[src/rtl/adder_arbiter.sv]
// Round-robin arbiter sharing one combinational prefix adder between NREQ requesters.
// Optional multi-word lock chains are enabled with `define ADDER_ARB_LOCK_EN.
module adder_arbiter #(
  parameter int NREQ     = 2,
  parameter int IDW      = 1,
  parameter int LEN_DATA = 32
) (
  input  logic                     clk,
  input  logic                     rst,
  input  logic [NREQ-1:0]          req_valid,
  output logic [NREQ-1:0]          req_ready,
  input  logic [NREQ*LEN_DATA-1:0] req_a,
  input  logic [NREQ*LEN_DATA-1:0] req_b,
  input  logic [NREQ-1:0]          req_sub,
`ifdef ADDER_ARB_LOCK_EN
  input  logic [NREQ-1:0]          req_lock,
`endif
  output logic [LEN_DATA-1:0]      add_a,
  output logic [LEN_DATA-1:0]      add_b,
  output logic                     add_cin,
  input  logic [LEN_DATA-1:0]      add_sum,
  input  logic                     add_cout,
  output logic                     rsp_valid,
  input  logic                     rsp_ready,
  output logic [IDW-1:0]           rsp_id,
  output logic [LEN_DATA-1:0]      rsp_sum,
  output logic                     rsp_cout
);

`ifdef ADDER_ARB_LOCK_EN
  typedef enum logic {ARB, LOCKED} state_t;
  state_t         state;
  logic [IDW-1:0] chain_id;
  logic           chain_c;
`endif

  logic [IDW-1:0]      ptr;
  logic [IDW-1:0]      grant_idx;
  logic [IDW-1:0]      scan_idx;
  logic                grant_vld;
  logic                slot_free;
  logic                accept;
  logic [LEN_DATA-1:0] op_a [NREQ];
  logic [LEN_DATA-1:0] op_b [NREQ];

  function automatic logic [IDW-1:0] wrap_inc(input logic [IDW-1:0] i);
    return (int'(i) == NREQ - 1) ? '0 : i + IDW'(1);
  endfunction

  for (genvar gi = 0; gi < NREQ; gi++) begin : g_unpack
    assign op_a[gi] = req_a[gi*LEN_DATA +: LEN_DATA];
    assign op_b[gi] = req_b[gi*LEN_DATA +: LEN_DATA];
  end

  // Circular scan from ptr; an open chain pins the grant to its owner.
  always_comb begin
    grant_vld = 1'b0;
    grant_idx = '0;
    scan_idx  = '0;
    for (int k = 0; k < NREQ; k++) begin
      scan_idx = IDW'((int'(ptr) + k) % NREQ);
      if (!grant_vld && req_valid[scan_idx]) begin
        grant_vld = 1'b1;
        grant_idx = scan_idx;
      end
    end
`ifdef ADDER_ARB_LOCK_EN
    if (state == LOCKED) begin
      grant_vld = 1'b1;
      grant_idx = chain_id;
    end
`endif
  end

  assign slot_free = ~rsp_valid | rsp_ready;
  assign accept    = grant_vld & slot_free & req_valid[grant_idx];

  always_comb begin
    req_ready = '0;
    add_a     = '0;
    add_b     = '0;
    add_cin   = 1'b0;
    if (grant_vld) begin
      if (slot_free) req_ready[grant_idx] = 1'b1;
      add_a   = op_a[grant_idx];
      add_b   = req_sub[grant_idx] ? ~op_b[grant_idx] : op_b[grant_idx];
      add_cin = req_sub[grant_idx];
`ifdef ADDER_ARB_LOCK_EN
      if (state == LOCKED) add_cin = chain_c;
`endif
    end
  end

  always_ff @(posedge clk) begin
    if (rst) begin
      rsp_valid <= 1'b0;
      rsp_sum   <= '0;
      rsp_cout  <= 1'b0;
      rsp_id    <= '0;
      ptr       <= '0;
`ifdef ADDER_ARB_LOCK_EN
      state     <= ARB;
      chain_id  <= '0;
      chain_c   <= 1'b0;
`endif
    end else begin
      if (accept) begin
        rsp_valid <= 1'b1;
        rsp_sum   <= add_sum;
        rsp_cout  <= add_cout;
        rsp_id    <= grant_idx;
      end else if (rsp_ready) begin
        rsp_valid <= 1'b0;
      end
`ifdef ADDER_ARB_LOCK_EN
      case (state)
        ARB: begin
          if (accept) begin
            ptr <= wrap_inc(grant_idx);
            if (req_lock[grant_idx]) begin
              state    <= LOCKED;
              chain_id <= grant_idx;
              chain_c  <= add_cout;
            end
          end
        end
        LOCKED: begin
          if (accept) begin
            chain_c <= add_cout;
            if (!req_lock[grant_idx]) begin
              state <= ARB;
              ptr   <= wrap_inc(chain_id);
            end
          end
        end
        default: state <= ARB;
      endcase
`else
      if (accept) ptr <= wrap_inc(grant_idx);
`endif
    end
  end

endmodule

[config.mk]
export PLATFORM = sky130hd
export DESIGN_NAME = adder_arbiter
export DESIGN_NICKNAME = d
export VERILOG_FILES = /design/src/rtl/adder_arbiter.sv
export SDC_FILE = /design/constraint.sdc
export NUM_CORES = 1
export LEC_CHECK = 0
export ABC_AREA = 1
export CORE_MARGIN = 8
export CORE_UTILIZATION = 33
export DETAILED_ROUTE_END_ITERATION = 8
export PLACE_DENSITY = 0.88
export SYNTH_ARGS = -nofsm -noshare
export SYNTH_HDL_FRONTEND = slang
export SYNTH_SLANG_ARGS = --single-unit
[constraint.sdc]
create_clock -name clk -period 2.6 [get_ports clk]
set_input_delay 0.65 -clock clk [delete_from_list [all_inputs] [get_ports clk]]
set_output_delay 0.65 -clock clk [all_outputs]
set_load 0.02 [all_outputs]
## After elaboration in Yosys (flattened, before gate mapping)

Cells that the tools add are included.

- Input bits: 168
- Output and inout bits: 102
- Bits in registers: 36

- Add/subtract/negate cells: 2
- Bitwise logic cells: 6
- Mux-type cells: 29
- Reduce and logical (&&, ||, !) cells: 4
- Order comparisons: 5

Operator list:

| kind | number |
|---|---|
| 32-bit two-way mux | 9 |
| 32-bit inverter | 1 |
| 1-bit two-way mux | 17 |
| 1-bit by 2-bit < comparator with 1-bit output (second input constant) | 3 |
| 2-bit two-way mux | 2 |
| 1-bit adder (second input constant) | 2 |
| 1-bit AND | 2 |
| 2-bit >= comparator (second input constant) | 1 |
| 1-bit logical AND | 2 |
| 1-bit inverter with 2-bit output | 1 |
| 2-bit nonzero test | 1 |
| 1-bit demux with 1-bit select | 1 |
| 1-bit >= comparator (second input constant) | 1 |
| 1-bit zero test | 1 |
| 1-bit inverter | 1 |
| 1-bit bitwise OR | 1 |

## Logic depth before layout (Yosys ltp)

- Depth in word-level cells: 13
- Mapped depth: 10
- Depth with buffers taken out: 8

## Worst setup path after synthesis

OpenSTA, ideal clock, no wires.

- Path type: input port to output port
- Start: input req_valid[0]
- End: output add_b[17]
- Stages on the path: 10
- Required time: 1.950 ns
- Arrival: 1.654 ns
- Path slack: 0.296 ns
- Buffers on the path: 3
- Cell sequence: buf_6 -> nand2_4 -> nand2_4 -> buf_6 -> buf_6 -> nand2_1 -> nand2_1 -> nand2_1 -> nand2_1 -> nor2_1

- Longest elaborated chain between the ends: 13
- Elaborated cells between the ends (all ways): 19
- Classes of those cells: 15 x mux; 2 x bitwise; 2 x reduce/logical

RTL lines:

| item | RTL line | RTL |
|---|---|---|
| from (decl) | 10 | `input logic [NREQ-1:0] req_valid,` |
| 1-bit two-way mux (not written as such) (2 in a row) | 62 | `if (!grant_vld && req_valid[scan_idx]) begin` |
| 1-bit two-way mux | 62 |  |
| 1-bit zero test | 62 |  |
| 1-bit logical AND | 62 |  |
| 1-bit two-way mux | 62 |  |
| 1-bit inverter with 2-bit output (not written as such) | 86 | `add_b = req_sub[grant_idx] ? ~op_b[grant_idx] : op_b[grant_idx];` |
| 32-bit two-way mux (not written as such) (3 in a row) | 86 |  |
| 32-bit inverter | 86 |  |
| 32-bit two-way mux | 86 |  |
| 32-bit two-way mux * | 83 | `if (grant_vld) begin` |
| to (decl) | 19 | `output logic [LEN_DATA-1:0] add_b,` |

Every way passes the cells marked *; elsewhere a longest branch is shown, timed or not. The select of a mux whose other input is x is not followed.

## Final worst setup path

- Start: input req_sub[0]
- End: output add_b[25]

- Longest elaborated chain between the ends: 4

RTL lines:

| item | RTL line | RTL |
|---|---|---|
| from (decl) | 14 | `input logic [NREQ-1:0] req_sub,` |
| 1-bit two-way mux (not written as such) (2 in a row) | 86 |  |
| 32-bit two-way mux | 86 |  |
| 32-bit two-way mux | 83 |  |

Every way passes these cells. The select of a mux whose other input is x is not followed.

==> summary.md <==
| Metric | Value |
|---|---|
| Outcome | complete, no violations |
| Vias in the first global route | 4369 |
| Comb power frac | 0.537 |
| Initial antenna violation count | 0 |
| First-pass GRT wire length | 22270 um |
| Die area | 11620 um2 |
| I/O pins | 270 |
| Layout cells sized above 1 | 0.1399 |
| RSZ-0062 raised after global routing | no |
| Core area | 8175 um2 |
| Drt drc | 0 |
| Setup crit end kind | output port |
| # rows | 33 |
| F_max | 396.6 MHz |
| GP Congestion | 0.9040 |
| Max-cap violations | 0 |
| Clk Tree Root Cell | clkbuf_8 |
| M1 WL | 5260 um |
| Top Layer Used | met4 |
| Arrival time at the worst endpoint | 1.87 ns |
| Synthesized cell area | 2780 um2 |
| Post-route ant nets | 0 |
| # diodes | 0 |
| H-tree depth | 2 |
| Int Power | 1.365 mW |
| CTS Sinks | 36 |
| Total Wirelength | 14910 um |
| P per Cell Area | 394.9 nW/um2 |
| GRT overflow | 0 |
| Avg WL per Cell | 16.87 um |
| Pre-antenna DRT Iters | 4 |
| Critical path startpoint category | input port |
| WS Path Type | input port to output port |
| Register area share after synthesis | 0.2592 |
| Tightest Hold Check Type | flip-flop to flip-flop |
| Worst Max-Slew Pin Slew | 0.3643 ns |
| Synth unique cells | 17 |
| Clock network power share | 0.184 |
| Max_slew headroom | 0.7572 |
| Fin crit period | 2.522 ns |
| Commonest non-fill, non-tap cells in the layout | nand2_1 (260), clkdlybuf4s50_1 (199), nor2_1 (66), nand3_1 (64), buf_2 (49) |
| Final Setup Violations | 0 |
| DR iter-0 viols | 217 |
| Clock Pin Slew Worst Setup and Hold Paths | 0.06 ns |
| I/O Buffers | 269 |
| Post-route cell area | 5545 um2 |
| CTS Buffer Depth | 2 |
| Met2 wire length | 7396 um |
| Leakage Power | 2.717 nW |
| Crit share post-route | 0.9698 |
| Pins over their slew limit | 0 |
| Core Util, Final | 0.6783 |
| Initial Util | 0.3401 |
| Critical path data required time | 1.95 ns |
| Top fanout value on the critical path | 26 |
| Largest net degree at the start of global routing | 37 |
| Ys Warns | 0 |
| Gr usage total | 0.2358 |
| Routed vias | 4365 |
| Fillcell total | 702 |
| Length of routed met3 wiring | 1890 um |
| NetSw | 825.0 uW |
| TritonCTS clock tree | done |
| Sw Ratio | 0.3768 |
| Hold WS | 0.4618 ns |
| Die width | 107.8 um |
| Area delta synth->final | 99.46% |
| TritonCTS buffer count | 5 |
| Fin. Hold Viols | 0 |
| Most common cell after layout, fill and taps aside | nand2_1 |
| Peak VDD IR | 0.4844 mV |
| Clock skew | 0.004243 ns |
| Seq pwr share | 0.279 |
| # nets final | 946 |
| Syn_area_per_cell | 5.377 um2 |
| HPWL Detailed | 11480 um |
| Vias per std cell | 4.938 |
| Worst-skew pair later-pin latency | 0.28 ns |
| DIE HEIGHT | 107.8 um |
| Seq cells post-synth | 36 |
| Post-Syn Nets | 685 |
| Placed Area | 5605 um2 |
| Synth Instances | 517 |
worst max-delay path: stages:
cell and delay, ns:
clkdlybuf4s50_1 0.47, nand2_2 0.07, nand2_4 0.14, buf_12 0.17, nor2_1 0.06, nor2_1 0.14, buf_4 0.16
synth_stat cells, drive strengths merged:
library cell	n	area share
a21oi	36	0.065
inv	6	0.0099
clkbuf	10	0.014
nand3	65	0.12
nor2	68	0.095
buf	30	0.070
dfxtp	36	0.26
nand2	265	0.37
nor3	1	0.0018
cell type report:
| type | instances | area (um2) | share of cell area |
|---|---|---|---|
| well taps | 105 | 131.4 | 0.02369 |
| clock buffers | 8 | 90.09 | 0.01625 |
| repair buffers | 294 | 2765 | 0.4986 |
| multi-input cells | 435 | 1808 | 0.3260 |
| flip-flops and latches | 36 | 720.7 | 0.1300 |
| inverters | 6 | 30.03 | 0.005415 |
per-stage QoR:
| stage | worst slack (ns) | power (mW) | setup TNS, ns | std cells |
|---|---|---|---|---|
| 6_report | 0.07841 | 2.190 | 0 | 884 |
| 3_3_place_gp | -0.5977 | 1.829 | -37.37 | 872 |
| 2_1_floorplan | 0.2958 | 1.190 | 0 | 517 |
| 4_1_cts | 0.0005786 | 2.192 | 0 | 882 |
| 5_1_grt | 0.001530 | 2.315 | 0 | 884 |
| 3_5_place_dp | -0.6750 | 1.854 | -39.30 | 872 |
cell families after synthesis:
kind of cell    Yosys count  synth area share
buf+inv                  46           0.09316
flops                    36            0.2592
compound gates           36           0.06481
simple gates            399            0.5828
power by group through the flow:
| stage | combinational, mW | clock (mW) | sequential (mW) |
|---|---|---|---|
| 2_1_floorplan | 0.523 | 0 | 0.667 |
| 5_1_grt | 1.27 | 0.429 | 0.615 |
| 6_report | 1.18 | 0.402 | 0.611 |
| 4_1_cts | 1.17 | 0.412 | 0.611 |
| 3_3_place_gp | 1.21 | 0 | 0.620 |
| 3_5_place_dp | 1.23 | 0 | 0.622 |
flip-flops by register name, indices dropped and copies added, names as in the netlist:
| register | flops |
|---|---|
| rsp_valid | 1 |
| rsp_sum | 32 |
| rsp_id | 1 |
| ptr | 1 |
| rsp_cout | 1 |
path summary, 6_finish.rpt:
path,start,to,slack [ns],depth (start not counted)
worst max-delay path,req_sub[0],add_b[25],0.08,7
worst min-delay path,rsp_sum[23],rsp_sum[23],0.46,2
worst max register to register,rsp_valid,rsp_sum[7],1.18,6
worst min register to register,rsp_sum[23],rsp_sum[23],0.46,2
routing by layer:
metal,GRT usage,vias to the layer above
li1,-,2134
met1,0.2513,1946
met2,0.4110,253
met3,0.1012,32
met4,0.07136,0
met5,0,-
timing repair:
item	CTS	global route
pin swaps	2	3
endpoints found under the setup margin	67	44
cloned	2	1
buffers inserted	0	1
resized for setup	259	16
hold buffers	0	0
Note: power is estimated with default switching activity, not from simulation.
